File: src/rtl/fp_mul_arb_pkg.sv
// Shared types and constants for the two-port FP multiplier arbiter.
// State encoding, canonical NaN and fflags bit positions.
package fp_mul_arb_pkg;

    typedef enum logic [1:0] {
        ST_IDLE  = 2'd0,
        ST_ISSUE = 2'd1,
        ST_WAIT  = 2'd2,
        ST_RESP  = 2'd3
    } arb_state_e;

    localparam logic [31:0] CANON_NAN_SP = 32'h7FC0_0000;

    localparam int FLAG_NV = 4;
    localparam int FLAG_DZ = 3;
    localparam int FLAG_OF = 2;
    localparam int FLAG_UF = 1;
    localparam int FLAG_NX = 0;

    localparam logic PORT0 = 1'b0;
    localparam logic PORT1 = 1'b1;

endpackage

File: src/rtl/rr_arbiter_2.sv
// Two-way round-robin grant selection.
// Ties go to the port that did not win last time.
module rr_arbiter_2
    import fp_mul_arb_pkg::*;
(
    input  logic [1:0] valid_i,
    input  logic       last_grant_i,
    output logic       grant_o,
    output logic       any_o
);

    // Pick the single valid port, or alternate on a tie
    always_comb begin
        any_o   = |valid_i;
        grant_o = PORT0;
        case (valid_i)
            2'b01:   grant_o = PORT0;
            2'b10:   grant_o = PORT1;
            2'b11:   grant_o = ~last_grant_i;
            default: grant_o = PORT0;
        endcase
    end

endmodule

File: src/rtl/fp_mul_arbiter.sv
// Shares one multi-cycle FP multiplier between two requesters.
// Round-robin grant, operand capture, per-port responses, watchdog abort.
module fp_mul_arbiter
    import fp_mul_arb_pkg::*;
#(
    parameter int WIDTH          = 32,
    parameter int FLAG_W         = 5,
    parameter int TIMEOUT_CYCLES = 64
) (
    input  logic              clk,
    input  logic              rst_n,
    input  logic              req0_valid,
    input  logic [WIDTH-1:0]  req0_a,
    input  logic [WIDTH-1:0]  req0_b,
    input  logic [2:0]        req0_rm,
    output logic              req0_ready,
    input  logic              req1_valid,
    input  logic [WIDTH-1:0]  req1_a,
    input  logic [WIDTH-1:0]  req1_b,
    input  logic [2:0]        req1_rm,
    output logic              req1_ready,
    output logic              rsp0_valid,
    output logic [WIDTH-1:0]  rsp0_result,
    output logic [FLAG_W-1:0] rsp0_flags,
    output logic              rsp0_timeout,
    output logic              rsp1_valid,
    output logic [WIDTH-1:0]  rsp1_result,
    output logic [FLAG_W-1:0] rsp1_flags,
    output logic              rsp1_timeout,
    output logic              mul_start,
    output logic [WIDTH-1:0]  mul_a,
    output logic [WIDTH-1:0]  mul_b,
    output logic [2:0]        mul_rm,
    input  logic              mul_done,
    input  logic [WIDTH-1:0]  mul_result,
    input  logic [FLAG_W-1:0] mul_flags
);

    localparam logic [WIDTH-1:0]  NAN_RES  = WIDTH'(CANON_NAN_SP);
    localparam logic [FLAG_W-1:0] NV_FLAGS = FLAG_W'(1) << FLAG_NV;
    localparam logic [7:0]        CNT_LAST = 8'(TIMEOUT_CYCLES - 1);

    arb_state_e        state_q, state_d;
    logic              owner_q, last_q;
    logic [7:0]        cnt_q;
    logic [WIDTH-1:0]  a_q, b_q;
    logic [2:0]        rm_q;
    logic [WIDTH-1:0]  res0_q, res1_q;
    logic [FLAG_W-1:0] flg0_q, flg1_q;
    logic              to0_q, to1_q;

    logic              grant, any_valid;
    logic              accept, expire, wr_rsp;
    logic [WIDTH-1:0]  res_d;
    logic [FLAG_W-1:0] flg_d;
    logic              to_d;

    rr_arbiter_2 u_rr (
        .valid_i      ({req1_valid, req0_valid}),
        .last_grant_i (last_q),
        .grant_o      (grant),
        .any_o        (any_valid)
    );

    assign accept = (state_q == ST_IDLE) && any_valid;
    assign expire = (cnt_q == CNT_LAST);
    assign wr_rsp = (state_q == ST_WAIT) && (mul_done || expire);

    // State register
    always_ff @(posedge clk or negedge rst_n) begin
        if (!rst_n) state_q <= ST_IDLE;
        else        state_q <= state_d;
    end

    // Next-state logic; a completion beats a same-cycle expiry
    always_comb begin
        state_d = state_q;
        unique case (state_q)
            ST_IDLE:  if (accept) state_d = ST_ISSUE;
            ST_ISSUE: state_d = ST_WAIT;
            ST_WAIT:  if (mul_done || expire) state_d = ST_RESP;
            ST_RESP:  state_d = ST_IDLE;
        endcase
    end

    // Handshake and pulse outputs decoded from state
    always_comb begin
        req0_ready   = accept && (grant == PORT0);
        req1_ready   = accept && (grant == PORT1);
        mul_start    = (state_q == ST_ISSUE);
        rsp0_valid   = (state_q == ST_RESP) && (owner_q == PORT0);
        rsp1_valid   = (state_q == ST_RESP) && (owner_q == PORT1);
        rsp0_timeout = rsp0_valid && to0_q;
        rsp1_timeout = rsp1_valid && to1_q;
    end

    // Response payload: real product or canonical-NaN abort
    always_comb begin
        res_d = mul_done ? mul_result : NAN_RES;
        flg_d = mul_done ? mul_flags  : NV_FLAGS;
        to_d  = !mul_done;
    end

    // Grant bookkeeping, operand capture and watchdog counter
    always_ff @(posedge clk or negedge rst_n) begin
        if (!rst_n) begin
            owner_q <= PORT0;
            last_q  <= PORT1;
            a_q     <= '0;
            b_q     <= '0;
            rm_q    <= '0;
            cnt_q   <= '0;
        end else begin
            if (accept) begin
                owner_q <= grant;
                last_q  <= grant;
                a_q     <= grant ? req1_a  : req0_a;
                b_q     <= grant ? req1_b  : req0_b;
                rm_q    <= grant ? req1_rm : req0_rm;
            end
            if (state_q == ST_ISSUE) cnt_q <= '0;
            else if ((state_q == ST_WAIT) && !mul_done && !expire)
                cnt_q <= cnt_q + 8'd1;
        end
    end

    // Per-port response registers; only the owner is written
    always_ff @(posedge clk or negedge rst_n) begin
        if (!rst_n) begin
            res0_q <= '0;
            res1_q <= '0;
            flg0_q <= '0;
            flg1_q <= '0;
            to0_q  <= 1'b0;
            to1_q  <= 1'b0;
        end else if (wr_rsp) begin
            if (owner_q == PORT0) begin
                res0_q <= res_d;
                flg0_q <= flg_d;
                to0_q  <= to_d;
            end else begin
                res1_q <= res_d;
                flg1_q <= flg_d;
                to1_q  <= to_d;
            end
        end
    end

    assign mul_a       = a_q;
    assign mul_b       = b_q;
    assign mul_rm      = rm_q;
    assign rsp0_result = res0_q;
    assign rsp1_result = res1_q;
    assign rsp0_flags  = flg0_q;
    assign rsp1_flags  = flg1_q;

endmodule
File: config.mk
export PLATFORM = sky130hd
export DESIGN_NAME = fp_mul_arbiter
export DESIGN_NICKNAME = d
export VERILOG_FILES = /design/src/rtl/fp_mul_arb_pkg.sv /design/src/rtl/rr_arbiter_2.sv /design/src/rtl/fp_mul_arbiter.sv
export SDC_FILE = /design/constraint.sdc
export NUM_CORES = 1
export LEC_CHECK = 0
export CORE_ASPECT_RATIO = 0.7
export CORE_MARGIN = 5
export CORE_UTILIZATION = 38
export CTS_CLUSTER_SIZE = 30
export DETAILED_ROUTE_END_ITERATION = 16
export PLACE_DENSITY = 0.88
export SYNTH_ARGS = -nofsm -noshare
export SYNTH_HDL_FRONTEND = slang
export SYNTH_SLANG_ARGS = --single-unit
File: constraint.sdc
create_clock -name clk -period 1.6 [get_ports clk]
set_input_delay 0.32 -clock clk [delete_from_list [all_inputs] [get_ports clk]]
set_output_delay 0.32 -clock clk [all_outputs]
set_load 0.01 [all_outputs]
### Word-level counts from Yosys, hierarchy flattened

Index checks and enable logic that the tools add are counted.

| cells by class | value |
|---|---|
| add/subtract/negate cells | 1 |
| shift operators | 0 |
| reduce and logical (&&, ||, !) cells | 19 |
| order comparisons | 0 |
| div/mod/pow operators | 0 |
| bitwise gates (word level) | 3 |
| multiplexer cells | 11 |
| multiply operators | 0 |
| equality and inequality tests | 8 |

Operator list:

| cell | number |
|---|---|
| 32-bit two-way mux | 3 |
| 8-bit two-way mux | 2 |
| 1-bit logical AND | 10 |
| 8-bit by 1-bit adder with 8-bit output, second input constant | 1 |
| 2-bit == test, second input constant | 4 |
| 8-bit by 6-bit == test with 1-bit output, second input constant | 1 |
| 2-bit one-hot mux with 4 select lines | 1 |
| 2-bit AND reduction | 3 |
| 5-bit two-way mux | 1 |
| 2-bit two-way mux | 2 |
| 3-bit two-way mux | 1 |
| 1-bit inverter | 3 |
| 2-bit by 1-bit == test with 1-bit output, second input constant | 1 |
| 1-bit logical NOT | 2 |
| 2-bit logical NOT | 1 |
| 2-bit by 1-bit != test with 1-bit output, second input constant | 1 |
| 2-bit != test, second input constant | 1 |
| 1-bit one-hot mux with 2 select lines | 1 |
| 2-bit nonzero test | 1 |
| 2-bit OR reduction | 1 |
| 1-bit logical OR | 1 |

| storage, ports and cells | value |
|---|---|
| memories kept | 0 |
| RAM bits | 0 |
| input port bits | 176 |
| bits in registers | 155 |
| memory bits (read-only) | 0 |
| latch bits | 0 |

### Logic depth before layout (Yosys ltp)

Gate-level depths: netlist of the first run.

| logic depth | value |
|---|---|
| depth in word-level cells | 5 |
| depth in mapped cells | 8 |
| depth with buffers taken out | 5 |

### Hierarchy

Synthesis of the first run repeated with hierarchy kept, for this count alone.

| second synthesis, totals | value |
|---|---|
| cells, all modules | 542 |
| area, all modules | 6512.5 µm² |

By module, submodules not included:

| module | instances | area each (µm²) | cells an instance |
|---|---|---|---|
| fp_mul_arbiter | 1 | 6498.7 | 540 |
| rr_arbiter_2 | 1 | 13.8 | 2 |

### Worst setup path after synthesis of the first run

OpenSTA, ideal clock, no wires.

| timing path | value |
|---|---|
| path type | flip-flop to flip-flop |
| start point | register state_q[0] |
| end point | register cnt_q[7] |
| stages on the path, launching flop included | 7 |
| data required time | 1.475 ns |
| slack | -0.063 ns |
| arrival time | 1.538 ns |
| library setup time | 0.125 ns |
| clock period less this slack | 1.663 ns |
| path through | dfrtp_1 > inv_1 > ha_1 > buf_2 > nand4b_1 > nor4_1 > mux2_2 |

| on the way | value |
|---|---|
| cells in the longest elaborated chain, start to end | 4 |

RTL lines:

| element | RTL line | RTL |
|---|---|---|
| from (decl) | fp_mul_arbiter.sv:43 | `arb_state_e state_q, state_d;` |
| from (signal assigned) | fp_mul_arbiter.sv:72 | `else state_q <= state_d;` |
| 2-bit == test | fp_mul_arbiter.sv:122 | `else if ((state_q == ST_WAIT) && !mul_done && !expire)` |
| 1-bit logical AND (2 in series) | fp_mul_arbiter.sv:122 |  |
| 2-bit nonzero test (no source line) | - |  |
| to (signal assigned) | fp_mul_arbiter.sv:123 | `cnt_q <= cnt_q + 8'd1;` |
| to (decl) | fp_mul_arbiter.sv:45 | `logic [7:0] cnt_q;` |

Parallel ways exist; a longest one is shown, timed or not.
A chain may end at the register's enable or synchronous reset.

### Worst setup path in the final report of the first run

| timing path | value |
|---|---|
| start point | register state_q[0] |
| end point | output rsp0_timeout |

| on the way | value |
|---|---|
| cells in the longest elaborated chain, start to end | 3 |

RTL lines:

| element | RTL line | RTL |
|---|---|---|
| 2-bit == test | fp_mul_arbiter.sv:91 | `rsp0_valid = (state_q == ST_RESP) && (owner_q == PORT0);` |
| 1-bit logical AND | fp_mul_arbiter.sv:91 |  |
| 1-bit logical AND | fp_mul_arbiter.sv:93 | `rsp0_timeout = rsp0_valid && to0_q;` |
| to (decl) | fp_mul_arbiter.sv:25 | `output logic rsp0_timeout,` |

No other way between the ends.

==> run metrics, run 1 <==
status finished with violations; Critical Path Start Type flop; GRT Util Overall 24.1%; relative slew slack 69.4%; routing usage on met2 39.1%; synthesized-area fraction occupied by adder cells 1.05%; top post-synthesis cells by area dfrtp_1, a221o_1, o211ai_1; vias per cell 5.85; proportion of synthesized area in mux cells 0.473%; DR DRC count 0; max-cap violation count 0; clock slew at reported path FFs 0.07 ns; count leader, synth dfrtp_1; H-tree levels 4; CP Cell Sequence buf_6, ha_4, nor2b_4, and2_4, buf_6; Tmin final 1.83 ns; slowest cell on the critical path dfrtp_1; core area 18,700 sq um; FFs w/ async S/R, synth 100%; Hold Crit Class primary input to async pin; Row Count 42; Synth top area share 54.0%; Bufs on Longest Clock Path 2; CP bufs+invs 2; total power 24.2 mW; CP endpoint rsp0_timeout; RR Startpoint state_q[1]; DRT iter0 DRCs 672; worst stage delay on the critical path 0.41 ns; synthesized flop and latch total 155; I/O pins 324; prevailing post-synth register cell dfrtp_1; area leader, netlist dfrtp_1; met1 usage 30.9%; Die ar. 21,700 sq um; vias in the first global route 7,557; first-pass GRT wire length 42.2 mm; register area share after synthesis 54.3%; Setup WS post-layout -0.228 ns; drt total wl 30.1 mm; worst skew pair latency 0.42 ns; failing checks negative setup slack; Initial Util 38.2%; Multi-input gate area 3780 sq um; post-synthesis xor/xnor area fraction 0%; worst reg2reg path depth 9; Worst setup EP type output pin; Setup-failing EPs final 154; synthesized net count 835; largest family of logic cells by synthesized area compound AO/OA/AOI/OAI gates; total clock buffers created by CTS 17; clock skew 0.00717 ns; crit path max fanout 3; GR Util met3 6.92%; post-synthesis instance total 653; Final Cycle Share 114%; arrival time worst endpoint 1.51 ns; CTS tree built; Crit. path cell count 5; mapped cell area 7140 sq um; Die Ht 125 microns; grt total ovfl 0; Syn-to-layout area delta 80.3%; final non-filler cell total 1,275; Critical Path RT 1.28 ns; max-slew violation count 0; Worst-Margin Slew 0.457 ns; Util after Layout 68.8%; Worst R2R End rsp0_result[14]; clock sink count 155; delay-heaviest family, CP flip-flops; R2R setup slack -0.21 ns; Post-DRT Antenna Nets 0; sequential cell area 3880 sq um; Compound-Gate Fraction of Synth Area 27.0%; Synth top cells by count dfrtp_1, a221o_1, nand2_1; syn avg cell area 10.9 sq um; fmax 0.547 GHz; die width 174 microns; Post-Synth Simple-Gate Area 13.0%; GRT Max-Usage Layer met2; diode count 0; wire per inst 23.6 microns; share of layout cells above drive strength 1 29.3%; Max VDD drop 0.931 mV; Root Driver clkbuf_16; RSZ-0062 raised after global routing true; Pwr Density 1880 nW/um^2; CP Class flop to output pin; final hold violations 0; nets 1,202; Port Buf Inserts 323; antenna violations before repair 0; leakage power 5.41 nW; crit path from state_q[0]; Post-synth EDFFs 0; synthesis warning total 0; Synth cell types 45; pin count of the biggest net entering global routing 68; Placer Congestion 0.859; Fill cells 1,338; DP HPWL 17.9 mm; placed insts 1,204; DR pass1 iterations 4; via count 7,454; cell mode on critical path buf_6
[state kept, by name, summed over array words and instances (netlist names), 2 cells and up]
signal       cells
cnt_q            8
mul_a           32
mul_b           32
mul_rm           3
rsp0_flags       5
rsp0_result     32
rsp1_flags       5
rsp1_result     32
state_q          2
[through the flow]
step | worst slack, ns | instance area [sq um] | setup TNS [ns] | hold slack (ns)
global route | -0.279 | 12900 | -23.57 | 0.378
floorplan | -0.0512 | 7170 | -0.264 | 0.0244
finish | -0.228 | 12900 | -15.04 | 0.365
detailed placement | -0.532 | 11000 | -43.31 | 0.237
CTS | -0.242 | 12200 | -9.87 | 0.360
global placement | -0.481 | 11000 | -39.37 | 0.238
[metal layers]
metal | routed length [microns] | up-vias
li1 | - | 3251
met1 | 12100 | 3766
met2 | 14700 | 368
met3 | 2350 | 69
met4 | 926 | 0
met5 | 0 | -
[kinds of logic after synthesis]
group                    after synthesis
flip-flops                           155
AO/OA/AOI/OAI                        240
buffers and inverters                 71
adder cells (fa/ha/maj)                6
multiplexers                           3
AND/OR/NAND/NOR                      178
[worst register-to-register path, stage by stage, from the launching register on]
cell and delay [ns]:
dfrtp_1 0.40, buf_6 0.14, buf_6 0.11, ha_4 0.17, buf_6 0.12, and3b_2 0.26
buf_12 0.16, buf_12 0.13, a22oi_2 0.13, nand2_1 0.07
[worst min-delay path by stage]
stage	startpoint	end	slack (ns)	cells after the start
after floorplan	rst_n	cnt_q[0]	0.02	0
after global placement	rst_n	mul_b[13]	0.24	1
after detailed placement	rst_n	mul_b[13]	0.24	1
after CTS	rst_n	mul_b[15]	0.36	2
after global routing	rst_n	mul_b[13]	0.38	2
final	rst_n	mul_b[13]	0.37	2
[cells in the final DEF (no fill, tap or decap), drive strengths merged, types with 3 or more instances in the layout]
| cell type | n |
|---|---|
| ha | 6 |
| inv | 15 |
| dfrtp | 154 |
| clkbuf | 28 |
| clkdlybuf4s50 | 174 |
| nand2 | 59 |
| o311a | 3 |
| a21oi | 6 |
| buf | 83 |
| and3 | 3 |
| nor2 | 25 |
| o22ai | 20 |
| a221o | 67 |
| a211oi | 20 |
| o21ai | 7 |
| bufinv | 3 |
| nor2b | 5 |
| and2 | 70 |
| dlygate4sd2 | 141 |
| o211ai | 56 |
| clkinvlp | 3 |
| a22oi | 54 |
| mux2 | 3 |
[report_power, final]
group          internal (mW)  switching [mW]  total [mW]
Sequential              5.64            1.40        7.04
Combinational           7.27            5.53        12.8
Clock                   2.59            1.78        4.37
[repair_timing]
item | 4_1_cts | 5_1_grt
setup endpoints to repair | 251 | 158
buffers inserted | 11 | 6
pin swaps | 28 | 77
gates cloned | 5 | 19
hold endpoints to repair | 30 | 0
resized for setup | 286 | 149
hold buffers | 1 | 0
[cell type report]
| cell class | instances | area share [%] |
|---|---|---|
| Sequential cell | 155 | 30.1 |
| Clock inverter | 13 | 1.39 |
| Tap cell | 242 | 2.35 |
| Inverter | 9 | 0.262 |
| Timing Repair Buffer | 408 | 33.0 |
| Clock buffer | 19 | 3.52 |
| Multi-Input combinational cell | 429 | 29.3 |
(Power assumes the default switching activity.)
==> inputs of run 2 (changes only) <==
- ABC_AREA: not set -> 1
- CORE_UTILIZATION: 38 -> 37
- PLACE_DENSITY: 0.88 -> 0.87
==> run 2 against run 1 <==
Synthesized cell count is 26% higher. Power is 17% lower. Critical path depth is 1 lower. The flow still finishes with violations (negative setup slack). Sequential share of layout area is 4.2 points higher. Count of clock-buffer cells in the layout is 1 higher. Largest power group unchanged. Hold slack better by 0.038 ns. Flip-flop and latch count stayed put. First-iteration DRC count is 12% lower. Design area is 12% lower.
==> run metrics, run 2 <==
core area 18,200 sq um (was 18,700 sq um); leakage power 5.68 nW (was 5.41 nW); crit path max fanout 2 (was 3); fin area 11,300 sq um (was 12,900 sq um); synthesis warning total 0 (unchanged); Max VDD drop 0.907 mV (was 0.931 mV); Critical Path RT 1.28 ns (about the same); mapped cell area 6900 sq um (was 7140 sq um); fmax 0.584 GHz (was 0.547 GHz); Crit. path cell count 4 (was 5); vias in the first global route 7,140 (was 7,557); failing checks negative setup slack (unchanged); Synth top area share 55.9% (was 54.0%); Worst setup EP type output pin (unchanged); max-slew violation count 0 (unchanged); worst reg2reg path depth 6 (was 9); prevailing post-synth register cell dfrtp_1 (unchanged); pin count of the biggest net entering global routing 68 (unchanged); Die Ht 124 microns (was 125 microns); syn avg cell area 8.35 sq um (was 10.9 sq um); slowest cell on the critical path dfstp_2 (was dfrtp_1); Synth cell types 24 (was 45); Syn-to-layout area delta 63.6% (was 80.3%); CTS tree built (unchanged); synthesized net count 1,008 (was 835); Port Buf Inserts 323 (unchanged); delay-heaviest family, CP flip-flops (unchanged); wire per inst 17.5 microns (was 23.6 microns); total power 20.0 mW (was 24.2 mW); top post-synthesis cells by area dfrtp_1, nand2_1, nand4_1 (was dfrtp_1, a221o_1, o211ai_1); grt total ovfl 0 (unchanged); count leader, synth nand2_1 (was dfrtp_1); status finished with violations (unchanged); nets 1,344 (was 1,202); Tmin final 1.71 ns (was 1.83 ns); Setup WS post-layout -0.112 ns (was -0.228 ns); Post-DRT Antenna Nets 0 (unchanged); clock skew 0.0127 ns (was 0.00717 ns); die width 173 microns (was 174 microns); area leader, netlist dfrtp_1 (unchanged); Pwr Density 1770 nW/um^2 (was 1880 nW/um^2); Setup-failing EPs final 7 (was 154); Worst-Margin Slew 0.533 ns (was 0.457 ns); total clock buffers created by CTS 17 (unchanged); CP bufs+invs 2 (unchanged); H-tree levels 4 (unchanged); Worst R2R End mul_b[3] (was rsp0_result[14]); Util after Layout 62.1% (was 68.8%); Row Count 41 (was 42); I/O pins 324 (unchanged); Hold Crit Class primary input to async pin (unchanged); final hold violations 0 (unchanged); GRT Util Overall 21.8% (was 24.1%); register area share after synthesis 56.3% (was 54.3%); worst skew pair latency 0.41 ns (was 0.42 ns); Root Driver clkbuf_16 (unchanged); clock sink count 155 (unchanged); Die ar. 21,500 sq um (was 21,700 sq um); drt total wl 24.7 mm (was 30.1 mm); Placer Congestion 0.887 (was 0.859); synthesized flop and latch total 155 (unchanged); share of layout cells above drive strength 1 11.0% (was 29.3%); DRT iter0 DRCs 589 (was 672); via count 7,172 (was 7,454); arrival time worst endpoint 1.39 ns (was 1.51 ns); most common cell after layout, fill and taps aside nand2_1 (was clkdlybuf4s50_1); most frequent cells in the layout nand2_1, clkdlybuf4s50_1, dfrtp_1, dlygate4sd2_1, nand3_1 (was clkdlybuf4s50_1, dfrtp_1, dlygate4sd2_1, and2_4, a221o_1); first-pass GRT wire length 38.5 mm (was 42.2 mm); Critical Path Start Type flop (unchanged); post-synthesis instance total 826 (was 653); antenna violations before repair 1 (was 0); Bufs on Longest Clock Path 2 (unchanged); Post-DP Area 10,600 sq um (was 11,000 sq um); DP HPWL 17.6 mm (was 17.9 mm); relative slew slack 64.5% (was 69.4%); R2R setup slack 0.01 ns (was -0.21 ns); RSZ-0062 raised after global routing true (unchanged); Synth top cells by count nand2_1, dfrtp_1, nand3_1 (was dfrtp_1, a221o_1, nand2_1); worst stage delay on the critical path 0.54 ns (was 0.41 ns); DR DRC count 0 (unchanged); Initial Util 38.0% (was 38.2%); max-cap violation count 0 (unchanged); CP Cell Sequence a21boi_2, buf_4, nor2_4, buf_6 (was buf_6, ha_4, nor2b_4, and2_4, buf_6); Post-synth EDFFs 0 (unchanged); DR pass1 iterations 6 (was 4); vias per cell 5.09 (was 5.85); Final Cycle Share 107% (was 114%); RR Startpoint last_q (was state_q[1]); FFs w/ async S/R, synth 100% (unchanged); clock slew at reported path FFs 0.07 ns (about the same); CP Class flop to output pin (unchanged)
## run 2: cell types whose count changed in the layout (fill, tap and decap cells not counted), moves of 10 or more
cell      change
a22oi_2      -54
buf_6        -19
a221o_1      -67
nand3_1      +80
nor2_1       -11
o211ai_1     -56
o22ai_2      -18
or2_2        +10
and2_4       -67
nand2_1     +329
nand4_1      +75
a211oi_1     -20
## run 2: layout make-up
class                   instances  area, sq um
diodes                          1         2.50
clock buffers                  20          457
clock inverters                10          141
fillers                      1549         6870
inverters                      19         71.3
multi-input cells             594         2790
flip-flops and latches        155         3880
well taps                     236          295
repair buffers                375         3640
## run 2: repair_timing
item	CTS	global route
endpoints found under the setup margin	215	156
setup buffers	1	5
gates resized for setup	189	31
hold buffers	1	0
pin swaps	4	7
gates cloned	0	3
endpoints found under the hold margin	33	0
## run 2: kinds of logic after synthesis
kind of cell	synth area share, %
xor+xnor	0.127
flops	56.3
fa+ha+maj	1.09
buf+inv	5.26
compound gates	0.835
simple gates	36.4
## run 2: power by group
part           leakage [nW]  switching, mW  internal [mW]
sequential             1.93           1.04           5.74
clock                 0.289           1.61           2.53
combinational          3.46           5.00           4.08
total                  5.68           7.65           12.3
## run 2: worst max-delay path by stage
stage | startpoint | slack, ns | endpoint
6_report | last_q | -0.11 | req0_ready
5_1_grt | last_q | -0.18 | req0_ready
3_3_place_gp | req0_valid | -0.54 | req1_ready
2_1_floorplan | state_q[0] | 0.01 | req0_ready
3_5_place_dp | req0_valid | -0.57 | req1_ready
4_1_cts | state_q[1] | -0.13 | req0_ready
## run 2: through the flow
step / std cells / hold WS [ns] / TNS (ns) / setup slack (ns)
finish: 1410 / 0.403 / -0.557 / -0.112
global route: 1410 / 0.427 / -4.87 / -0.177
CTS: 1401 / 0.402 / -0.597 / -0.130
detailed placement: 1369 / 0.273 / -29.72 / -0.570
global placement: 1369 / 0.271 / -26.43 / -0.539
floorplan: 826 / 0.0244 / 0 / 0.0140
## run 2: layer usage
layer,GRT usage (%),wire length [microns]
met1,27.7,10100
met2,35.4,11800
met3,7.80,2470
met4,6.29,406
met5,0,0
